File: config.mk
export PLATFORM = sky130hd
export DESIGN_NAME = ex_alu_unit
export DESIGN_NICKNAME = d
export VERILOG_FILES = /design/src/rtl/ex_alu_unit.sv
export SDC_FILE = /design/constraint.sdc
export NUM_CORES = 1
export LEC_CHECK = 0
export ABC_AREA = 1
export BUFFER_PORTS_ARGS = -buffer_cell sky130_fd_sc_hd__buf_4
export CAP_MARGIN = 20
export CORE_ASPECT_RATIO = 1.25
export CORE_MARGIN = 2
export CORE_UTILIZATION = 62
export DETAILED_ROUTE_END_ITERATION = 8
export PLACE_DENSITY = 0.84
export SLEW_MARGIN = 25
export SYNTH_ARGS = -nofsm -noshare
export SYNTH_HDL_FRONTEND = slang
export SYNTH_SLANG_ARGS = --single-unit
export TNS_END_PERCENT = 50
File: constraint.sdc
create_clock -name clk -period 2.45 [get_ports clk]
set_input_delay 0.1225 -clock clk [delete_from_list [all_inputs] [get_ports clk]]
set_output_delay 0.1225 -clock clk [all_outputs]
set_load 0.02 [all_outputs]
File: src/rtl/ex_alu_unit.sv
// ex_alu_unit: registered 64-bit LEGv8 execute unit.
//
// Single-cycle logic/arithmetic ops complete on the accept edge. An optional
// shift/add multiply occupies the EXEC state for WIDTH cycles. Valid/ready
// handshakes on both sides stall upstream during long ops and absorb
// downstream back-pressure.
//
// Optional feature macro: MUL_EN (compiles in opcode 1000 MUL, the EXEC
// state, the shift/accumulate datapath and the iteration counter).
//
// Ports:
//   clk        rising-edge clock
//   reset      synchronous, active-high reset
//   in_valid   operands and opcode valid this cycle
//   in_ready   unit can accept an op this cycle (combinational from state)
//   Data1      operand A (register read port 1)
//   mux2out    operand B (ALUSrc-selected register or immediate)
//   ALUCtrl    4-bit opcode
//   out_valid  ALUResult/Zero valid
//   out_ready  consumer accepts the result
//   ALUResult  registered result
//   Zero       registered; 1 when ALUResult == 0
//   busy       high while a multiply iterates
module ex_alu_unit #(
  parameter int unsigned WIDTH = 64
) (
  input  logic             clk,
  input  logic             reset,
  input  logic             in_valid,
  output logic             in_ready,
  input  logic [WIDTH-1:0] Data1,
  input  logic [WIDTH-1:0] mux2out,
  input  logic [3:0]       ALUCtrl,
  output logic             out_valid,
  input  logic             out_ready,
  output logic [WIDTH-1:0] ALUResult,
  output logic             Zero,
  output logic             busy
);

  localparam int unsigned CNT_W = $clog2(WIDTH);

  localparam logic [3:0] OP_AND  = 4'b0000;
  localparam logic [3:0] OP_OR   = 4'b0001;
  localparam logic [3:0] OP_ADD  = 4'b0010;
  localparam logic [3:0] OP_SUB  = 4'b0110;
  localparam logic [3:0] OP_PASS = 4'b0111;
  localparam logic [3:0] OP_NOR  = 4'b1100;
`ifdef MUL_EN
  localparam logic [3:0] OP_MUL  = 4'b1000;
`endif

  typedef enum logic [1:0] {
    IDLE = 2'd0,
    EXEC = 2'd1,
    DONE = 2'd2
  } state_e;

  state_e           state_q, state_d;
  logic [WIDTH-1:0] result_q, result_d;
  logic             zero_q, zero_d;
  logic             accept_c;

`ifdef MUL_EN
  logic [WIDTH-1:0] mcand_q, mcand_d;
  logic [WIDTH-1:0] mplier_q, mplier_d;
  logic [WIDTH-1:0] acc_q, acc_d;
  logic [CNT_W-1:0] cnt_q, cnt_d;
`endif

  // Single-cycle op decode; unknown opcodes (and MUL) yield zero here.
  function automatic logic [WIDTH-1:0] alu_op(input logic [3:0] op,
                                              input logic [WIDTH-1:0] a,
                                              input logic [WIDTH-1:0] b);
    logic [WIDTH-1:0] r;
    r = '0;
    case (op)
      OP_AND:  r = a & b;
      OP_OR:   r = a | b;
      OP_ADD:  r = a + b;
      OP_SUB:  r = a + ~b + WIDTH'(1);
      OP_PASS: r = b;
      OP_NOR:  r = ~(a | b);
      default: r = '0;
    endcase
    return r;
  endfunction

  // Handshake status
  assign in_ready  = (state_q == IDLE) || ((state_q == DONE) && out_ready);
  assign accept_c  = in_valid && in_ready;
  assign out_valid = (state_q == DONE);
  assign ALUResult = result_q;
  assign Zero      = zero_q;
`ifdef MUL_EN
  assign busy      = (state_q == EXEC);
`else
  assign busy      = 1'b0;
`endif

  // Next-state and datapath
  always_comb begin
    state_d  = state_q;
    result_d = result_q;
    zero_d   = zero_q;
`ifdef MUL_EN
    mcand_d  = mcand_q;
    mplier_d = mplier_q;
    acc_d    = acc_q;
    cnt_d    = cnt_q;
`endif
    case (state_q)
      IDLE, DONE: begin
        if (accept_c) begin
`ifdef MUL_EN
          if (ALUCtrl == OP_MUL) begin
            mcand_d  = Data1;
            mplier_d = mux2out;
            acc_d    = '0;
            cnt_d    = '0;
            state_d  = EXEC;
          end else begin
            result_d = alu_op(ALUCtrl, Data1, mux2out);
            zero_d   = (result_d == '0);
            state_d  = DONE;
          end
`else
          result_d = alu_op(ALUCtrl, Data1, mux2out);
          zero_d   = (result_d == '0);
          state_d  = DONE;
`endif
        end else if ((state_q == DONE) && out_ready) begin
          state_d = IDLE;
        end
      end
`ifdef MUL_EN
      EXEC: begin
        // One shift/add step per cycle; the last step lands in ALUResult.
        acc_d    = mplier_q[0] ? (acc_q + mcand_q) : acc_q;
        mcand_d  = mcand_q << 1;
        mplier_d = mplier_q >> 1;
        cnt_d    = cnt_q + CNT_W'(1);
        if (cnt_q == CNT_W'(WIDTH - 1)) begin
          result_d = acc_d;
          zero_d   = (acc_d == '0);
          state_d  = DONE;
        end
      end
`endif
      default: state_d = IDLE;
    endcase
  end

  // State and result registers
  always_ff @(posedge clk) begin
    if (reset) begin
      state_q  <= IDLE;
      result_q <= '0;
      zero_q   <= 1'b0;
`ifdef MUL_EN
      mcand_q  <= '0;
      mplier_q <= '0;
      acc_q    <= '0;
      cnt_q    <= '0;
`endif
    end else begin
      state_q  <= state_d;
      result_q <= result_d;
      zero_q   <= zero_d;
`ifdef MUL_EN
      mcand_q  <= mcand_d;
      mplier_q <= mplier_d;
      acc_q    <= acc_d;
      cnt_q    <= cnt_d;
`endif
    end
  end

endmodule
==> impl_results.md, run 1 <==
- Status: aborted with a tool error
- Halt Stage: global routing
- Run Error: [ERROR GRT-0116] Global routing finished with congestion. Check the congestion regions in the DRC Viewer.
- Net Count, Synth: 3965
- Synth Instances: 3619
- TritonCTS Buffers: 9
- Most used DFF post-synth: dfxtp_1
- Htree depth: 3
- Post-Place Worst Slack: -0.695 ns
- Max clock buf depth: 2
- First-pass GRT wire length: 200 mm
- Port Buffer Count: 202
- Yosys top cell area share: 24.2%
- CTS sink count: 66
- GPL Wtd Cong: 1.27
- EDFF count, synth: 0
- Die height: 196 um
- Post-DP HPWL: 73.6 mm
- Top-count cell post-synth: nand2_1
- Seq/Total Area, Yosys: 7.24%
- Synth cell count leaders: nand2_1 (1178), inv_1 (806), nor2_1 (423)
- Yosys warns: 0
- Total GRT Usage: 82.2%
- Synthesized area: 0.0183 mm2
- Main area contributors after synthesis: nand2_1 (24%), inv_1 (17%), ha_1 (14%)
- #FFs+latches synth: 66
- Synthesized area per cell: 5.04 um2
- Overflow after GRT: 970
- Initial Util: 62.8%
- I/O pin count: 204
- Area post-placement: 0.0246 mm2
- Synth area leader: nand2_1
- Asr flop ratio synth: 0%
- Hold Buf Count CTS: 0
- Root Driver: clkbuf_16
- Vias in the first global route: 33.9k
- Die Wd: 157 um
- Synth unique cells: 38
- Largest net degree at the start of global routing: 95
- # rows: 70
==> cells by family after synthesis <==
kind of cell / count (synthesis) / synth area share, %
AOI/OAI and AO/OA: 404 / 13.1
adders and majority gates: 210 / 14.5
and+or+nand+nor: 1989 / 45.0
buffers and inverters: 947 / 20.1
other: 1 / 0.0205
DFF: 66 / 7.24
xor gates and xnor gates: 2 / 0.0960
==> layer usage <==
layer  overflow  track usage, %
met4        275            86.8
met1         11            75.5
met5          2            40.7
met3         12            66.7
met2        670             103
==> stage by stage <==
| step | instances | utilization (%) | setup TNS (ns) | hold WS, ns |
|---|---|---|---|---|
| 4_1_cts | 4775 | 88.6 | -0.0363 | 0.113 |
| 3_5_place_dp | 4735 | 84.5 | -11.25 | 0.460 |
| 3_3_place_gp | 4735 | 84.5 | -6.07 | 0.430 |
| 2_1_floorplan | 3619 | - | 0 | 0.394 |
==> repair_timing <==
action,CTS
gates resized for setup,187
setup endpoints to repair,11
pin swaps,47
buffers inserted,25
==> run 2, diff against run 1 <==
--- a/config.mk
+++ b/config.mk
@@ -8,11 +8,10 @@
 export ABC_AREA = 1
 export BUFFER_PORTS_ARGS = -buffer_cell sky130_fd_sc_hd__buf_4
 export CAP_MARGIN = 20
-export CORE_ASPECT_RATIO = 1.25
 export CORE_MARGIN = 2
-export CORE_UTILIZATION = 62
+export CORE_UTILIZATION = 40
 export DETAILED_ROUTE_END_ITERATION = 8
-export PLACE_DENSITY = 0.84
+export PLACE_DENSITY_LB_ADDON = 0.15
 export SLEW_MARGIN = 25
 export SYNTH_ARGS = -nofsm -noshare
 export SYNTH_HDL_FRONTEND = slang
==> run 2 against run 1 <==
  * The flow now finishes, with violations (negative setup slack)
  * Synthesized area is the same
  * Synthesized cell count unchanged
==> impl_results.md, run 2 <==
- GPL Wtd Cong: 1.09 (-14%)
- Unrepaired setup endpoints after global routing: yes
- Synth-to-layout area growth: 65.3%
- Final WS setup: -0.0132 ns
- Wirelength per Cell: 18.2 um
- Root Driver: clkbuf_16
- Synthesized area: 0.0183 mm2 (unchanged)
- Hold Buf Count CTS: 0 (unchanged)
- Die height: 218 um (+11%)
- # rows: 78 (+11%)
- Inst Count DP: 5104 (+7.8%)
- Core area: 0.0452 mm2
- TritonCTS Buffers: 9 (unchanged)
- Tcrit/Tclk final: 101%
- Synth unique cells: 38 (unchanged)
- Htree depth: 3 (unchanged)
- Final setup fails: 1
- Main area contributors after synthesis: nand2_1 (24%), inv_1 (17%), ha_1 (14%)
- Total GRT Usage: 37.7%
- DRC: 0
- Worst EP required: 2.72 ns
- Die Wd: 218 um (+38%)
- Net Count, Synth: 3965 (unchanged)
- Nets: 4920
- Relative slew slack: 33.6%
- Worst hold path type: input port to register
- TritonCTS clock tree: yes
- Ratio of cells with drive above 1 in the final layout: 40.6%
- Post-Place Worst Slack: -0.589 ns (+0.105 ns)
- LEAKAGE: 0.0171 uW
- Synthesized area per cell: 5.04 um2 (unchanged)
- CP max FO: 6
- CTS sink count: 66 (unchanged)
- Antenna-violating nets left: 0
- Design Area, Final: 0.0302 mm2
- Failing checks: negative setup slack
- Initial Util: 40.4% (-22 points)
- Clock-pin slew on the worst setup and hold paths: 0.06 ns
- Max reg flops: 64
- Status: finished with violations
- Crit-path max cell delay: 0.44 ns
- Seq/Total Area, Yosys: 7.24% (unchanged)
- Initial antenna violation count: 4
- Critical path endpoint category: register
- Max-slew violation count: 0
- First-pass GRT wire length: 137 mm
- WL final: 94.2 mm
- Drt pass-1 iters: 8
- DR vias: 26.0k
- Clock skew: 0.00627 ns
- Most used DFF post-synth: dfxtp_1
- Area post-placement: 0.0261 mm2 (+6.3%)
- Final Power: 9400 uW
- Slowest stage cell, crit path: ha_2
- Yosys warns: 0 (unchanged)
- Overflow after GRT: 0
- Largest net degree at the start of global routing: 95
- Slew @ Worst Pin: 0.995 ns
- Layout fillers: 4338
- #FFs+latches synth: 66 (unchanged)
- Max clock buf depth: 2 (unchanged)
- Most common cell after layout, fill and taps aside: buf_4
- DRT iter0 DRCs: 2371
- Final-report hold violation count: 0
- Minimum clock period: 2.46 ns
- Vias in the first global route: 23.8k
- Asr flop ratio synth: 0% (unchanged)
- Yosys top cell area share: 24.2% (unchanged)
- Critical path arrival: 2.73 ns
- Most frequent cells in the layout: buf_4 (988), nand2_1 (966), inv_1 (693)
- Post-Layout Cell Count: 5180
- Synth Instances: 3619 (unchanged)
- I/O pin count: 204 (unchanged)
- Cell mode on critical path: nor2_1
- Clock Latency Late Sink: 0.33 ns
- Post-DP HPWL: 79.6 mm (+8.2%)
- Via density per instance: 5.02
- EDFF count, synth: 0 (unchanged)
- P per Cell Area: 312 mW/mm2
- Startpoint types: input port
- Max cap viols: 0
- Fmax: 406 MHz
- Synth area leader: nand2_1
- Worst-case vdd ir drop: 0.500 mV
- Worst setup path class: input port to register
- Die ar.: 0.0474 mm2
- Synth cell count leaders: nand2_1 (1178), inv_1 (806), nor2_1 (423)
- Port Buffer Count: 202 (unchanged)
- Top-count cell post-synth: nand2_1
- CP cell instances: buf_4 -> inv_1 -> ha_2 -> nand2_1 -> nor2_1 -> nand2_1 -> nor3_1 -> nand2_2 -> nand2_1 -> nand2_1 -> nand3_2 -> nand3_2 -> nor2_1 -> nand2_1 -> nor2_1 -> nand3_1 -> nor2_1 -> nor2_1 -> nor2_1
run 2: through the flow:
step | hold slack [ns] | TNS (ns) | utilization (%)
finish | 0.0911 | -0.0132 | 66.8
global route | 0.0982 | -0.262 | 66.8
CTS | 0.0925 | 0 | 60.3
detailed placement | 0.443 | -12.16 | 57.8
global placement | 0.440 | -11.64 | 57.8
floorplan | 0.394 | 0 | -
run 2: timing repair:
| item | in CTS | in global routing |
|---|---|---|
| buffers inserted | 8 | 52 |
| setup endpoints to repair | 9 | 31 |
| pin swaps | 22 | 204 |
| resized for setup | 158 | 765 |
| gates cloned | 0 | 0 |
run 2: critical path: cells and delay by family:
kind	cells	cell delay [ns]
fa+ha+maj	1	0.44
buf+inv	2	0.14
simple gates	16	2.01
run 2: area by class of cell:
class | instances | area, um2 | share of cell area (%)
clock buffer | 10 | 239 | 0.792
inverter | 839 | 3180 | 10.6
clock inverter | 6 | 113 | 0.373
multi-input combinational | 2606 | 16300 | 54.0
tap | 600 | 751 | 2.49
antenna | 1 | 2.50 | 0.00829
timing repair buffer | 1052 | 8290 | 27.5
sequential | 66 | 1320 | 4.38
run 2: per-layer routing:
metal | track usage, % | vias to the layer above | routed length, um
li1 | - | 12900 | -
met1 | 46.4 | 11700 | 37500
met2 | 62.7 | 1088 | 42000
met3 | 6.54 | 307 | 8420
met4 | 19.7 | 4 | 6240
met5 | 0 | - | 26
run 2: power by group:
part	switching [uW]	internal [uW]	leakage, uW
Sequential	59.3	1160	0.000545
Combinational	3830	2840	0.0164
Clock	492	1020	0.000173
Total	4380	5030	0.0171
run 2: cell families (layout without fill, tap and decap cells):
kind of cell             Yosys count  count (layout)  synth area share (%)
AND/OR/NAND/NOR                 1989            1989                  45.0
buffers and inverters            947            1907                  20.1
AO/OA/AOI/OAI                    404             404                  13.1
adder cells (fa/ha/maj)          210             210                  14.5
flip-flops                        66              66                  7.24
XOR/XNOR                           2               2                0.0960
other                              1               2                0.0205
run 2: final timing paths:
kind                        end  slack (ns)          start  cells past startpoint
setup / recovery           Zero       -0.01    mux2out[55]                     19
hold / removal       state_q[1]        0.09      out_ready                      4
setup reg to reg  ALUResult[23]        0.59     state_q[1]                      7
hold reg to reg   ALUResult[19]        0.52  ALUResult[19]                      2
Power figures use the tool's default switching activity.
